[config.mk]
export PLATFORM = sky130hd
export DESIGN_NAME = dmem_access_rv
export DESIGN_NICKNAME = d
export VERILOG_FILES = /design/src/rtl/dmem_access_rv.sv
export SDC_FILE = /design/constraint.sdc
export NUM_CORES = 1
export LEC_CHECK = 0
export ABC_AREA = 1
export CELL_PAD_IN_SITES_DETAIL_PLACEMENT = 0
export CELL_PAD_IN_SITES_GLOBAL_PLACEMENT = 1
export CORE_ASPECT_RATIO = 1.1
export CORE_MARGIN = 4
export CORE_UTILIZATION = 34
export CTS_CLUSTER_DIAMETER = 100
export DETAILED_ROUTE_END_ITERATION = 10
export PLACE_DENSITY = 0.84
export SYNTH_ARGS = -nofsm -noshare
export SYNTH_HDL_FRONTEND = slang
export SYNTH_SLANG_ARGS = --single-unit
[constraint.sdc]
create_clock -name iwClk -period 12.66 [get_ports iwClk]
set_input_delay 3.798 -clock iwClk [delete_from_list [all_inputs] [get_ports iwClk]]
set_output_delay 3.798 -clock iwClk [all_outputs]
set_load 0.1 [all_outputs]
[src/rtl/dmem_access_rv.sv]
// dmem_access_rv: RV32I data-memory access unit. Takes one load/store at a time,
//   checks alignment and size, runs one word-wide req/ack bus transaction and
//   returns lane-extracted, sign/zero-extended load data with a one-cycle done pulse.
// Latency: 2 cycles minimum (zero-wait ack), 1 cycle for faults caught at accept,
//   TIMEOUT_CYCLES+1 for a bus timeout. Backpressure: owReqReady high only in IDLE.
// Ports: iwClk/iwRst (async active-high); request side iwReqValid/owReqReady with
//   iwAddr, iwWriteData, iwWrite, iwSignExtend, iwAccess; completion side owDone,
//   owReadData, owFault, owFaultCause; bus side owBusReq/iwBusAck, owBusAddr,
//   owBusWrite, owBusWData, owBusByteEn, iwBusRData.
module dmem_access_rv #(
    parameter int TIMEOUT_CYCLES = 255
) (
    input  logic        iwClk,
    input  logic        iwRst,
    input  logic        iwReqValid,
    output logic        owReqReady,
    input  logic [31:0] iwAddr,
    input  logic [31:0] iwWriteData,
    input  logic        iwWrite,
    input  logic        iwSignExtend,
    input  logic [1:0]  iwAccess,
    output logic        owDone,
    output logic [31:0] owReadData,
    output logic        owFault,
    output logic [1:0]  owFaultCause,
    output logic        owBusReq,
    output logic [31:0] owBusAddr,
    output logic        owBusWrite,
    output logic [31:0] owBusWData,
    output logic [3:0]  owBusByteEn,
    input  logic        iwBusAck,
    input  logic [31:0] iwBusRData
);

    localparam logic [1:0] ACC_BYTE = 2'b00;
    localparam logic [1:0] ACC_HALF = 2'b01;
    localparam logic [1:0] ACC_WORD = 2'b10;

    localparam logic [1:0] CAUSE_NONE     = 2'd0;
    localparam logic [1:0] CAUSE_MISALIGN = 2'd1;
    localparam logic [1:0] CAUSE_TIMEOUT  = 2'd2;
    localparam logic [1:0] CAUSE_ILLEGAL  = 2'd3;

    localparam int CNT_W    = (TIMEOUT_CYCLES > 0) ? $clog2(TIMEOUT_CYCLES + 1) : 1;
    localparam int T_LAST_I = (TIMEOUT_CYCLES > 0) ? TIMEOUT_CYCLES - 1 : 0;
    // Counter value seen in the last BUS cycle before a timeout completes
    localparam logic [CNT_W-1:0] T_LAST = T_LAST_I[CNT_W-1:0];

    typedef enum logic [1:0] {S_IDLE, S_BUS, S_DONE} state_t;

    state_t            state, state_nxt;
    logic [31:0]       addr_q, wdata_q, rdata_q;
    logic              write_q, sext_q;
    logic [1:0]        acc_q, cause_q;
    logic [CNT_W-1:0]  cnt_q;

    logic              accept, misalign, illegal;
    logic              fin, use_rdata, cnt_clr, cnt_inc;
    logic [1:0]        cause_nxt;
    logic [31:0]       load_fmt, lane_wdata;
    logic [3:0]        lane_be;
    logic [7:0]        ld_byte;
    logic [15:0]       ld_half;
    logic              bus_act;

    assign accept   = (state == S_IDLE) && iwReqValid;
    assign illegal  = (iwAccess == 2'b11);
    assign misalign = ((iwAccess == ACC_HALF) && iwAddr[0]) ||
                      ((iwAccess == ACC_WORD) && (iwAddr[1:0] != 2'b00));

    always_ff @(posedge iwClk or posedge iwRst) begin
        if (iwRst) begin
            state <= S_IDLE;
        end else begin
            state <= state_nxt;
        end
    end

    always_comb begin
        state_nxt = state;
        fin       = 1'b0;
        use_rdata = 1'b0;
        cnt_clr   = 1'b0;
        cnt_inc   = 1'b0;
        cause_nxt = CAUSE_NONE;
        case (state)
            S_IDLE: begin
                if (iwReqValid) begin
                    if (illegal) begin
                        state_nxt = S_DONE;
                        fin       = 1'b1;
                        cause_nxt = CAUSE_ILLEGAL;
                    end else if (misalign) begin
                        state_nxt = S_DONE;
                        fin       = 1'b1;
                        cause_nxt = CAUSE_MISALIGN;
                    end else begin
                        state_nxt = S_BUS;
                        cnt_clr   = 1'b1;
                    end
                end
            end
            S_BUS: begin
                if (iwBusAck) begin
                    state_nxt = S_DONE;
                    fin       = 1'b1;
                    use_rdata = !write_q;
                end else if ((TIMEOUT_CYCLES != 0) && (cnt_q == T_LAST)) begin
                    state_nxt = S_DONE;
                    fin       = 1'b1;
                    cause_nxt = CAUSE_TIMEOUT;
                end else begin
                    cnt_inc = 1'b1;
                end
            end
            S_DONE:  state_nxt = S_IDLE;
            default: state_nxt = S_IDLE;
        endcase
    end

    // Load lane extraction from the raw bus word, using the latched offset/size
    always_comb begin
        ld_byte = 8'h00;
        case (addr_q[1:0])
            2'd0: ld_byte = iwBusRData[7:0];
            2'd1: ld_byte = iwBusRData[15:8];
            2'd2: ld_byte = iwBusRData[23:16];
            2'd3: ld_byte = iwBusRData[31:24];
            default: ld_byte = 8'h00;
        endcase
        ld_half  = addr_q[1] ? iwBusRData[31:16] : iwBusRData[15:0];
        load_fmt = iwBusRData;
        case (acc_q)
            ACC_BYTE: load_fmt = {{24{sext_q & ld_byte[7]}}, ld_byte};
            ACC_HALF: load_fmt = {{16{sext_q & ld_half[15]}}, ld_half};
            default:  load_fmt = iwBusRData;
        endcase
    end

    // Store lane replication and byte enables
    always_comb begin
        lane_be    = 4'b1111;
        lane_wdata = wdata_q;
        case (acc_q)
            ACC_BYTE: begin
                lane_be    = 4'b0001 << addr_q[1:0];
                lane_wdata = {4{wdata_q[7:0]}};
            end
            ACC_HALF: begin
                lane_be    = addr_q[1] ? 4'b1100 : 4'b0011;
                lane_wdata = {2{wdata_q[15:0]}};
            end
            default: begin
                lane_be    = 4'b1111;
                lane_wdata = wdata_q;
            end
        endcase
    end

    always_ff @(posedge iwClk or posedge iwRst) begin
        if (iwRst) begin
            addr_q  <= '0;
            wdata_q <= '0;
            write_q <= 1'b0;
            sext_q  <= 1'b0;
            acc_q   <= 2'b00;
            cnt_q   <= '0;
            cause_q <= CAUSE_NONE;
            rdata_q <= '0;
        end else begin
            if (accept) begin
                addr_q  <= iwAddr;
                wdata_q <= iwWriteData;
                write_q <= iwWrite;
                sext_q  <= iwSignExtend;
                acc_q   <= iwAccess;
            end
            if (cnt_clr) begin
                cnt_q <= '0;
            end else if (cnt_inc && (cnt_q != {CNT_W{1'b1}})) begin
                cnt_q <= cnt_q + 1'b1;
            end
            // Result registers update only on completion so they hold between pulses
            if (fin) begin
                cause_q <= cause_nxt;
                rdata_q <= use_rdata ? load_fmt : 32'h0;
            end
        end
    end

    // Bus outputs are forced to zero outside BUS so reset drops them at once
    assign bus_act      = (state == S_BUS);
    assign owBusReq     = bus_act;
    assign owBusAddr    = bus_act ? {addr_q[31:2], 2'b00} : 32'h0;
    assign owBusWrite   = bus_act & write_q;
    assign owBusWData   = bus_act ? lane_wdata : 32'h0;
    assign owBusByteEn  = bus_act ? lane_be : 4'b0000;

    assign owReqReady   = (state == S_IDLE) && !iwRst;
    assign owDone       = (state == S_DONE);
    assign owReadData   = rdata_q;
    assign owFaultCause = cause_q;
    assign owFault      = (cause_q != CAUSE_NONE);

endmodule

; After elaboration in Yosys (flattened, before gate mapping)
; Index checks and enable logic that the tools add are counted.
[totals]
word_cells = 81
register_bits = 112
inputBits = 104
[classes]
bitwise_logic = 3
n_addsub = 1
reduce_logical = 15
mux = 39
n_shift = 1
n_eq_ne = 13
[ops]
columns = operator, n
row1 = $pmux W32 S2, 2
row2 = $mux W32, 3
row3 = $pmux W8 S4, 1
row4 = $mux W2, 9
row5 = $mux W16, 1
row6 = $mux W8, 2
row7 = $mux W1, 15
row8 = $eq A2 B2 Y1 const B, 5
row9 = $add A8 B1 Y8 const B, 1
row10 = $eq A2 B1 Y1 const B, 4
row11 = $eq A8 B8 Y1 const B, 1
row12 = $mux W4, 2
row13 = $ne A8 B8 Y1 const B, 1
row14 = $pmux W2 S2, 2
row15 = $pmux W4 S2, 1
row16 = $logic_not A2 Y1, 3
row17 = $reduce_bool A2 Y1, 3
row18 = $logic_and A1 B1 Y1, 5
row19 = $shl A1 B2 Y4 const A, 1
row20 = $and A1 B1 Y1, 3
row21 = $ne A3 B2 Y1 const B, 1
row22 = $logic_not A1 Y1, 2
row23 = $ne A2 B2 Y1 const B, 1
row24 = $pmux W1 S2, 1
row25 = 2 further kinds, 2

; Longest topological paths before layout
; Gate-level depths: netlist (run 1).
[depth]
word_depth = 8
ltp_mapped = 11
ltp_nobuf = 10

; Least setup slack after synthesis (run 1)
; OpenSTA, ideal clock, no wires.
[synth_timing]
kind = input port to output port
start = in iwRst
end = out owReqReady
required_ns = 8.862
cell_stages = 1
setup_slack_ns = 3.037
arrival_time_ns = 5.825
cell_sequence = nor3_1
[synth_via]
elab_chain_len = 2
[synth_rtl]
columns = element, line
row1 = from (decl), 14  ; input logic iwRst,
row2 = $logic_not A1 Y1, 199  ; assign owReqReady = (state == S_IDLE) && !iwRst;
row3 = $logic_and A1 B1 Y1, 199
row4 = to (decl), 16  ; output logic owReqReady,
; Every way passes these cells.

; Final worst setup path (run 1)
; Same ends and word-level chain as after synthesis.

==> flow_summary_export.csv, run 1 <==
group,metric,value,unit
status,status,"complete, no violations",
global_route,grtUsageTotal,19.4,%
synth,syn_area,0.00576,mm^2
clock_network,cts_max_level,3,
detailed_routing,drt_iter0_drc,367,
critical_path,worstPathArrival,5570,ps
detailed_routing,drtPass1Iterations,5,
placement,dpl.hpwl,12.9,mm
job,drv_cap,0,
sta,rsz0062_at_grt,"no",
placement,dp_slack,3290,ps
sta,fmax,107,MHz
final_layout,nFillCells,1634,
clock_network,cts_buffer_depth,2,
pwr,cellPowerDensity,216,mW/mm^2
floorplanning,core_region_area,0.0165,mm^2
global_route,grt_overflow_total,0,
synth,ys_ff_latch,112,
sta,drv_slew,0,
pwr,p_comb_share,52.8,%
clock_network,cts_tree,"built",
floorplanning,die_area,0.0191,mm^2
sta,tightestPinTransition,1050,ps
synth,yosys.area.top_type,"dfrtp_1",
sta,fin_crit,9370,ps
clock_network,clk_latency,360,ps
critical_path,worstReg2RegEnd,"owReadData[3]$_DFFE_PP0P_",
sta,hold_violations,0,
critical_path,rrSetupSlack,9880,ps
final_layout,final_core_util,50.0,%
critical_path,end_kind,"primary output",
synth,ys_seq_area_share,48.6,%
clock_network,clkTransAtPathRegs,70,ps
sta,setup_tns,0,ps
pwr,swShare,52.0,%
final_layout,nets,1082,
synth,yosys_warnings,0,
clock_network,cts_sinks,112,
detailed_routing,detail_route.wl_per_cell,15.6,um
floorplanning,initial_core_util,35.0,%
synth,ys_types,31,
final_layout,antenna_cells,0,
placement,gp_congestion,0.839,
detailed_routing,drc,0,
critical_path,startpoint,"iwRst",
floorplanning,io_pins,211,
detailed_routing,vias,5621,
synth,synth_top_area_share,48.6,%
pwr,power.internal,0.000856,W
final_layout,multi_input_area,0.00250,mm^2
global_route,first_global_vias,5520,
placement,portBuffers,208,
floorplanning,rows,49,
final_layout,area_delta_synth_final,43.1,%
clock_network,cts_resized,0,
clock_network,hold_buffers,0,
sta,finalCritPeriodShare,74.0,%
global_route,grt_pass1_wl,29.5,mm
placement,dp.cells,1169,
detailed_routing,vias_per_cell,4.74,
pwr,p_sw,0.000926,W
sta,setup_ws,3290,ps
floorplanning,fp.dieH,145,um
synth,synth_cells,795,
critical_path,required,8860,ps
clock_network,post_cts_buffers,0,
clock_network,cts_buffers,9,
critical_path,ff2ff_path_depth,7,
critical_path,start_kind,"input port",
pwr,power_frac_seq,29.7,%
sta,setup_viol,0,
synth,syn_avg_cell_area,7.25,um^2
hold_path,hp-class,"register to register",
critical_path,path_class,"input port to primary output",
final_layout,drive_gt1_share,3.67,%
detailed_routing,final_antenna_net_count,0,
sta,skew,9.00,ps
floorplanning,dieWidth,132,um
critical_path,path_max_fanout,2,
synth,synthTopCellsByArea,"dfrtp_1, nand2_1, nor2_1, o21ai_0, nand3_1",
pwr,ir_worst_vdd,0.0990,mV
detailed_routing,wirelength,18.5,mm
clock_network,cts_root_buffer,"clkbuf_16",
hold_path,hp-start,"wdata_q[18]$_DFFE_PP0P_",
pwr,leakage,4.00,nW
final_layout,fin_cells,1185,
global_route,antenna_found_initial,2,
sta,holdWs,486,ps
global_route,grt_max_degree,100,
sta,slew-limit-headroom,30.0,%
critical_path,crit_path_end,"owReqReady",
critical_path,timing.rr.start,"state[1]$_DFFE_PP0P_",
pwr,clkPwrFrac,17.6,%
final_layout,ff_latch_area,0.00280,mm^2
[worst min-delay path by stage]
| stage | endpoint | slack, ps | depth (start not counted) |
|---|---|---|---|
| after floorplan | wdata_q[16]$_DFFE_PP0P_ | 440 | 2 |
| after global placement | wdata_q[18]$_DFFE_PP0P_ | 460 | 2 |
| after detailed placement | wdata_q[23]$_DFFE_PP0P_ | 470 | 2 |
| after CTS | wdata_q[18]$_DFFE_PP0P_ | 480 | 2 |
| after global routing | wdata_q[22]$_DFFE_PP0P_ | 510 | 2 |
| final | wdata_q[18]$_DFFE_PP0P_ | 490 | 2 |
[cell families after synthesis]
kind of cell | after synthesis | share of synthesized area (%)
AOI/OAI and AO/OA | 111 | 9.96
other | 1 | 0.0651
adders and majority gates | 2 | 0.434
and+or+nand+nor | 455 | 32.1
DFF | 112 | 48.6
xor gates and xnor gates | 5 | 0.760
buffers and inverters | 109 | 8.07
[metrics by stage]
step                      total power [W]  instance area (um^2)
after floorplan                   0.00124                  5770
final                             0.00178                  8250
after global placement            0.00148                  7930
after CTS                         0.00180                  8250
after detailed placement          0.00148                  7930
after global routing              0.00188                  8250
[layer usage]
metal	wire, um	part of all wire (%)	global-route usage, %	vias to the layer above
met4	210	1.1	4.81	2
li1	-	-	-	2844
met1	8090	44	24.3	2565
met2	8300	45	31.1	194
met3	1900	10	8.39	16
met5	13	0.070	0	-
[critical path: stages]
cell and delay, ps:
clkdlybuf4s50_1 460, nor3_1 150, clkdlybuf4s50_1 1160
[cell usage after synthesis]
master	number
nand3_4	2
nand4_1	1
inv_2	4
clkbuf_1	16
buf_1	4
nand3b_1	2
or2_2	1
o22ai_1	8
dfrtp_1	112
inv_1	59
o21bai_1	1
o21ai_1	9
inv_6	1
buf_6	2
o21ai_0	64
nand2_1	272
xor2_1	5
a21o_1	1
clkinv_1	2
nand3_2	3
buf_4	4
nor3_1	5
o21ai_2	1
nand2_2	2
nor2_1	112
conb_1	1
a21oi_1	27
nor2_2	2
ha_1	2
buf_2	17
nand3_1	53
[layout make-up]
class	count	share of cell area, %
Sequential cell	112	34.0
Multi-Input combinational cell	575	30.3
Timing Repair Buffer	212	25.6
Inverter	66	3.10
Tap cell	204	3.10
Clock buffer	10	2.78
Clock inverter	6	1.12
[registers in the layout, summed over array words and instances (netlist names)]
name and cells:
acc_q 2, addr_q 32, cnt_q 8, owFaultCause 2, owReadData 32, sext_q 1
state 2, wdata_q 32, write_q 1
[power by group through the flow]
stage	clock (W)	sequential, W	combinational, W
finish	0.000313	0.000529	0.000940
global route	0.000333	0.000543	0.00100
floorplan	0	0.000712	0.000528
CTS	0.000322	0.000530	0.000947
global placement	0	0.000534	0.000941
detailed placement	0	0.000537	0.000944
[cell usage in the layout, fill, tap and decap left out, types with 2 or more instances in the layout]
cell type	count
nand2_1	272
clkdlybuf4s50_1	208
nor2_1	112
dfrtp_1	112
o21ai_0	64
inv_1	58
nand3_1	53
a21oi_1	27
o21ai_1	9
clkbuf_16	9
o22ai_1	8
xor2_1	5
nor3_1	5
inv_2	4
buf_4	4
nand3_2	3
nand2_2	2
nand3b_1	2
inv_6	2
nor2_2	2
nand3_4	2
clkinv_1	2
ha_1	2
conb_1	2
clkinvlp_4	2
bufinv_16	2
(Power assumes the default switching activity.)
==> inputs of run 2 (changes only) <==
--- a/config.mk
+++ b/config.mk
@@ -10,10 +10,10 @@
 export CELL_PAD_IN_SITES_GLOBAL_PLACEMENT = 1
 export CORE_ASPECT_RATIO = 1.1
 export CORE_MARGIN = 4
-export CORE_UTILIZATION = 34
+export CORE_UTILIZATION = 28
 export CTS_CLUSTER_DIAMETER = 100
 export DETAILED_ROUTE_END_ITERATION = 10
-export PLACE_DENSITY = 0.84
+export PLACE_DENSITY = 0.73
 export SYNTH_ARGS = -nofsm -noshare
 export SYNTH_HDL_FRONTEND = slang
 export SYNTH_SLANG_ARGS = --single-unit
==> constraint.sdc (replaced) <==
create_clock -name iwClk -period 7.94 [get_ports iwClk]
set_input_delay 2.382 -clock iwClk [delete_from_list [all_inputs] [get_ports iwClk]]
set_output_delay 2.382 -clock iwClk [all_outputs]
set_load 0.1 [all_outputs]
==> run 2 against run 1 <==
  * Hold slack got worse by 4.3 ps
  * Critical path depth unchanged
  * Combinational power rose by 61%
  * Global-route usage down 2.4 points
  * Clock-buffer cell count is the same
  * Cell area rose by 0.41%
  * Critical endpoint unchanged
  * Highest routed layer unchanged
==> flow_summary_export.csv, run 2 (same netlist as run 1, synthesis figures left out) <==
group,metric,value,unit
floorplanning,dieWidth,145,um
hold_path,hp-class,"register to register",
pwr,power_frac_seq,30.0,%
critical_path,worstPathArrival,4170,ps
hold_path,hp-start,"wdata_q[19]$_DFFE_PP0P_",
placement,portBuffers,208,
global_route,grtUsageTotal,17.0,%
final_layout,fin_cells,1234,
status,status,"complete, no violations",
placement,place_area,0.00799,mm^2
clock_network,cts_root_buffer,"clkbuf_16",
critical_path,path_max_fanout,2,
hold_path,worstHoldEndpoint,"wdata_q[19]$_DFFE_PP0P_",
sta,holdWs,482,ps
clock_network,cts_tree,"built",
final_layout,multi_input_area,0.00250,mm^2
detailed_routing,detail_route.wl_per_cell,15.6,um
final_layout,nets,1083,
sta,fmax,153,MHz
sta,skew,8.61,ps
critical_path,end_kind,"primary output",
sta,rsz0062_at_grt,"no",
sta,drv_slew,0,
detailed_routing,wirelength,19.3,mm
floorplanning,initial_core_util,28.7,%
sta,slew-limit-headroom,29.6,%
pwr,leakage,4.00,nW
final_layout,stdcell_area,0.00828,mm^2
global_route,grt_max_degree,71,
sta,setup_viol,0,
floorplanning,fp.dieH,158,um
hold_path,holdPathStages,2,
clock_network,clk_latency,360,ps
pwr,ir_worst_vdd,0.161,mV
detailed_routing,final_antenna_net_count,0,
critical_path,cp_top_family,"buffers and inverters",
sta,tightestPinTransition,1050,ps
critical_path,crit_top_cell,"clkdlybuf4s50_1",
critical_path,worstReg2RegEnd,"cnt_q[7]$_DFFE_PP0P_",
detailed_routing,drc,0,
floorplanning,core_region_area,0.0201,mm^2
placement,dp.cells,1218,
pwr,cellPowerDensity,338,mW/mm^2
pwr,p_comb_share,53.8,%
global_route,grt_overflow_total,0,
detailed_routing,vias,5613,
critical_path,critPathBufInv,2,
final_layout,nFillCells,2098,
clock_network,cts_sinks,112,
critical_path,start_kind,"input port",
pwr,clkPwrFrac,16.2,%
final_layout,mostFrequentLayoutCells,"nand2_1, clkdlybuf4s50_1, nor2_1, dfrtp_1, o21ai_0",
clock_network,post_cts_buffers,0,
placement,gp_congestion,0.782,
pwr,swShare,53.2,%
sta,fin_crit,6550,ps
critical_path,path_class,"input port to primary output",
clock_network,hold_buffers,0,
sta,hold_violations,0,
final_layout,final_common_cell,"nand2_1",
clock_network,cts_max_level,3,
clock_network,cts_buffer_depth,2,
critical_path,rrSetupSlack,5110,ps
global_route,antenna_found_initial,2,
pwr,p_sw,0.00149,W
sta,setup_tns,0,ps
job,drv_cap,0,
placement,dpl.hpwl,13.6,mm
floorplanning,io_pins,211,
clock_network,cts_resized,0,
clock_network,clkTransAtPathRegs,70,ps
floorplanning,die_area,0.0229,mm^2
critical_path,required,5560,ps
critical_path,crit_path_max_incr_delay,1160,ps
detailed_routing,drt_iter0_drc,313,
global_route,first_global_vias,5709,
clock_network,cts_buffers,9,
global_route,grt_pass1_wl,30.5,mm
critical_path,critPathSlowestCell,"clkdlybuf4s50_1",
final_layout,ff_latch_area,0.00280,mm^2
detailed_routing,drtPass1Iterations,4,
critical_path,timing.rr.start,"state[0]$_DFFE_PP0P_",
final_layout,final_core_util,41.3,%
sta,finalCritPeriodShare,82.5,%
detailed_routing,vias_per_cell,4.55,
final_layout,area_delta_synth_final,43.7,%
final_layout,drive_gt1_share,3.87,%
final_layout,antenna_cells,0,
critical_path,ff2ff_path_depth,8,
pwr,power.internal,0.00131,W
floorplanning,rows,54,
critical_path,cp_cell_sequence,"clkdlybuf4s50_1 > nor3_1 > clkdlybuf4s50_1",
[run 2: changes by cell type in the layout (fill, tap and decap cells not counted), sizes merged]
cell and delta:
inv +3, clkinvlp -2, buf +1, bufinv -2
clkinv +1
[run 2: final cells by class]
class                      instances  share of cell area [%]
tap                              252                    3.81
timing repair buffer             213                    25.6
clock buffer                      10                    2.89
sequential                       112                    33.8
multi-input combinational        575                    30.2
inverter                          66                    3.08
clock inverter                     6                   0.589
[run 2: worst max path at each step]
stage	startpoint	endpoint	slack, ps	depth (start not counted)
2_1_floorplan	iwRst	owReqReady	1150	1
3_3_place_gp	iwRst	owReqReady	1400	3
3_5_place_dp	iwRst	owReqReady	1370	3
4_1_cts	iwRst	owReqReady	1370	3
5_1_grt	iwRst	owReqReady	1310	3
6_report	iwRst	owReqReady	1390	3
[run 2: metal layers]
layer | GRT usage (%) | share of wire (%)
met3 | 6.55 | 9.8
met5 | 0 | 0.12
met4 | 5.33 | 1.8
met1 | 21.5 | 44
met2 | 26.7 | 44
[run 2: worst reg2reg max path: cells and delay by family (launching register included)]
family	cells	cell delay, ps
compound gates	1	90
buf+inv	3	1390
flops	1	420
simple gates	4	800
[run 2: per-stage QoR]
stage               total power [W]  setup slack, ps
floorplan                   0.00198             1150
global placement            0.00236             1400
detailed placement          0.00237             1370
CTS                         0.00284             1370
global route                0.00297             1310
finish                      0.00280             1390
[run 2: power by group through the flow]
stage                     registers (W)  logic (W)  clock network [W]
after floorplan                 0.00113   0.000842                  0
after global placement         0.000849    0.00152                  0
after detailed placement       0.000852    0.00152                  0
after CTS                      0.000843    0.00152           0.000473
after global routing           0.000863    0.00162           0.000491
final                          0.000841    0.00151           0.000454
==> inputs of run 3 (changes only) <==
==> constraint.sdc (replaced) <==
create_clock -name iwClk -period 5.99 [get_ports iwClk]
set_input_delay 1.797 -clock iwClk [delete_from_list [all_inputs] [get_ports iwClk]]
set_output_delay 1.797 -clock iwClk [all_outputs]
set_load 0.1 [all_outputs]
==> run 3 against run 2 <==
  * Clock skew grew 0.86 ps
  * Total power grew 32%
  * Setup slack lost 490 ps
  * Final cell count is essentially flat
  * Hold slack lost 1.5 ps
  * Routed wire length grew 1.6%
  * Register-to-register slack lost 1900 ps
  * Clock-buffer cell count is the same
  * Via count grew 0.12%
  * First-iteration DRC count shrank 14%
  * Combinational power grew 32%
  * Largest power group unchanged
==> flow_summary_export.csv, run 3 (same netlist as run 1, synthesis figures left out) <==
group,metric,value,unit
status,status,"complete, no violations",
sta,setup_ws,894,ps
sta,skew,9.47,ps
detailed_routing,drtPass1Iterations,5,
floorplanning,dieWidth,145,um
sta,setup_tns,0,ps
clock_network,hold_buffers,0,
sta,slew-limit-headroom,32.2,%
critical_path,path_class,"register to primary output",
critical_path,start_kind,"register",
sta,tightestPinTransition,1010,ps
critical_path,rrSetupSlack,3260,ps
clock_network,cts_root_buffer,"clkbuf_16",
critical_path,ff2ff_path_depth,7,
final_layout,drive_gt1_share,5.09,%
critical_path,crit_top_cell,"nor2_1",
final_layout,final_common_cell,"nand2_1",
detailed_routing,detail_route.wl_per_cell,15.9,um
clock_network,cts_buffer_depth,2,
detailed_routing,final_antenna_net_count,0,
floorplanning,fp.dieH,158,um
final_layout,antenna_cells,0,
global_route,grt_pass1_wl,30.9,mm
critical_path,worstReg2RegEnd,"owReadData[9]$_DFFE_PP0P_",
floorplanning,io_pins,211,
critical_path,timing.rr.start,"state[0]$_DFFE_PP0P_",
global_route,first_global_vias,5601,
critical_path,critPathSlowestCell,"clkdlybuf4s50_1",
floorplanning,core_region_area,0.0201,mm^2
detailed_routing,drt_iter0_drc,268,
pwr,ir_worst_vdd,0.211,mV
critical_path,crit_path_end,"owBusWData[11]",
final_layout,nets,1084,
detailed_routing,drc,0,
clock_network,cts_sinks,112,
critical_path,required,4190,ps
sta,hold_violations,0,
clock_network,clk_latency,360,ps
job,drv_cap,0,
global_route,grt_overflow_total,0,
placement,portBuffers,208,
floorplanning,die_area,0.0229,mm^2
detailed_routing,vias,5620,
clock_network,post_cts_buffers,0,
sta,holdWs,480,ps
pwr,cellPowerDensity,449,mW/mm^2
final_layout,mostFrequentLayoutCells,"nand2_1, clkdlybuf4s50_1, nor2_1, dfrtp_1, o21ai_0",
detailed_routing,vias_per_cell,4.55,
sta,rsz0062_at_grt,"no",
critical_path,startpoint,"acc_q[1]$_DFFE_PP0P_",
floorplanning,rows,54,
critical_path,worstPathArrival,3300,ps
final_layout,area_delta_synth_final,43.3,%
critical_path,path_max_fanout,54,
clock_network,cts_buffers,9,
floorplanning,initial_core_util,28.7,%
pwr,leakage,4.02,nW
hold_path,hp-start,"wdata_q[18]$_DFFE_PP0P_",
sta,fin_crit,5100,ps
critical_path,crit_path_max_incr_delay,980,ps
clock_network,cts_resized,0,
global_route,grtUsageTotal,17.2,%
clock_network,cts_max_level,3,
clock_network,cts_tree,"built",
clock_network,clkTransAtPathRegs,80,ps
detailed_routing,wirelength,19.6,mm
sta,drv_slew,0,
critical_path,cp_cell_sequence,"inv_6 > nand2_2 > clkinv_1 > nor2_1 > nor2_1 > clkdlybuf4s50_1",
placement,gp_congestion,0.792,
placement,dpl.hpwl,14.1,mm
sta,fmax,196,MHz
sta,setup_viol,0,
sta,finalCritPeriodShare,85.1,%
global_route,antenna_found_initial,1,
placement,dp_slack,1320,ps
global_route,grt_max_degree,67,
hold_path,hp-class,"register to register",
critical_path,end_kind,"primary output",
==> run 3: changes by cell type in the layout (fill, tap and decap cells not counted) <==
cell             before  now
clkinv_4              1    0
clkdlybuf4s50_1     208  197
buf_4                 5   17
clkinvlp_4            0    1
==> run 3: cell type report <==
class / count / area, um^2
clock inverters: 6 / 47.5
flip-flops and latches: 112 / 2800
repair buffers: 214 / 2100
inverters: 66 / 255
fillers: 2107 / 11800
well taps: 252 / 315
clock buffers: 10 / 239
multi-input cells: 575 / 2500
==> run 3: worst min-delay path by stage <==
stage | end | slack (ps) | cells past startpoint
after global placement | wdata_q[20]$_DFFE_PP0P_ | 460 | 2
after global routing | wdata_q[18]$_DFFE_PP0P_ | 520 | 2
after CTS | wdata_q[18]$_DFFE_PP0P_ | 480 | 2
final | wdata_q[18]$_DFFE_PP0P_ | 480 | 2
after detailed placement | wdata_q[18]$_DFFE_PP0P_ | 460 | 2
after floorplan | wdata_q[16]$_DFFE_PP0P_ | 440 | 2
==> run 3: power by group <==
group          total [W]  switching (W)  internal [W]
clock network   0.000603       0.000303      0.000300
registers        0.00111       0.000152      0.000963
logic            0.00199        0.00152      0.000471
==> run 3: critical path: cells and delay by family, from the launching register on <==
| family | cells | cell delay, ps |
|---|---|---|
| buf+inv | 3 | 1590 |
| flops | 1 | 760 |
| simple gates | 3 | 550 |
==> run 3: routing by layer <==
layer,share of wire (%),track usage (%)
met2,44,26.4
met3,8.8,5.26
met1,46,23.5
met4,1.3,4.89
met5,0.066,0
==> run 3: through the flow <==
step	instances	util, %	area (um^2)	total power, W
final	1235	41.2	8260	0.00371
after global routing	1235	41.2	8260	0.00393
after CTS	1235	41.2	8260	0.00376
after detailed placement	1219	39.7	7970	0.00314
after global placement	1219	39.7	7970	0.00314
after floorplan	796	-	5770	0.00262
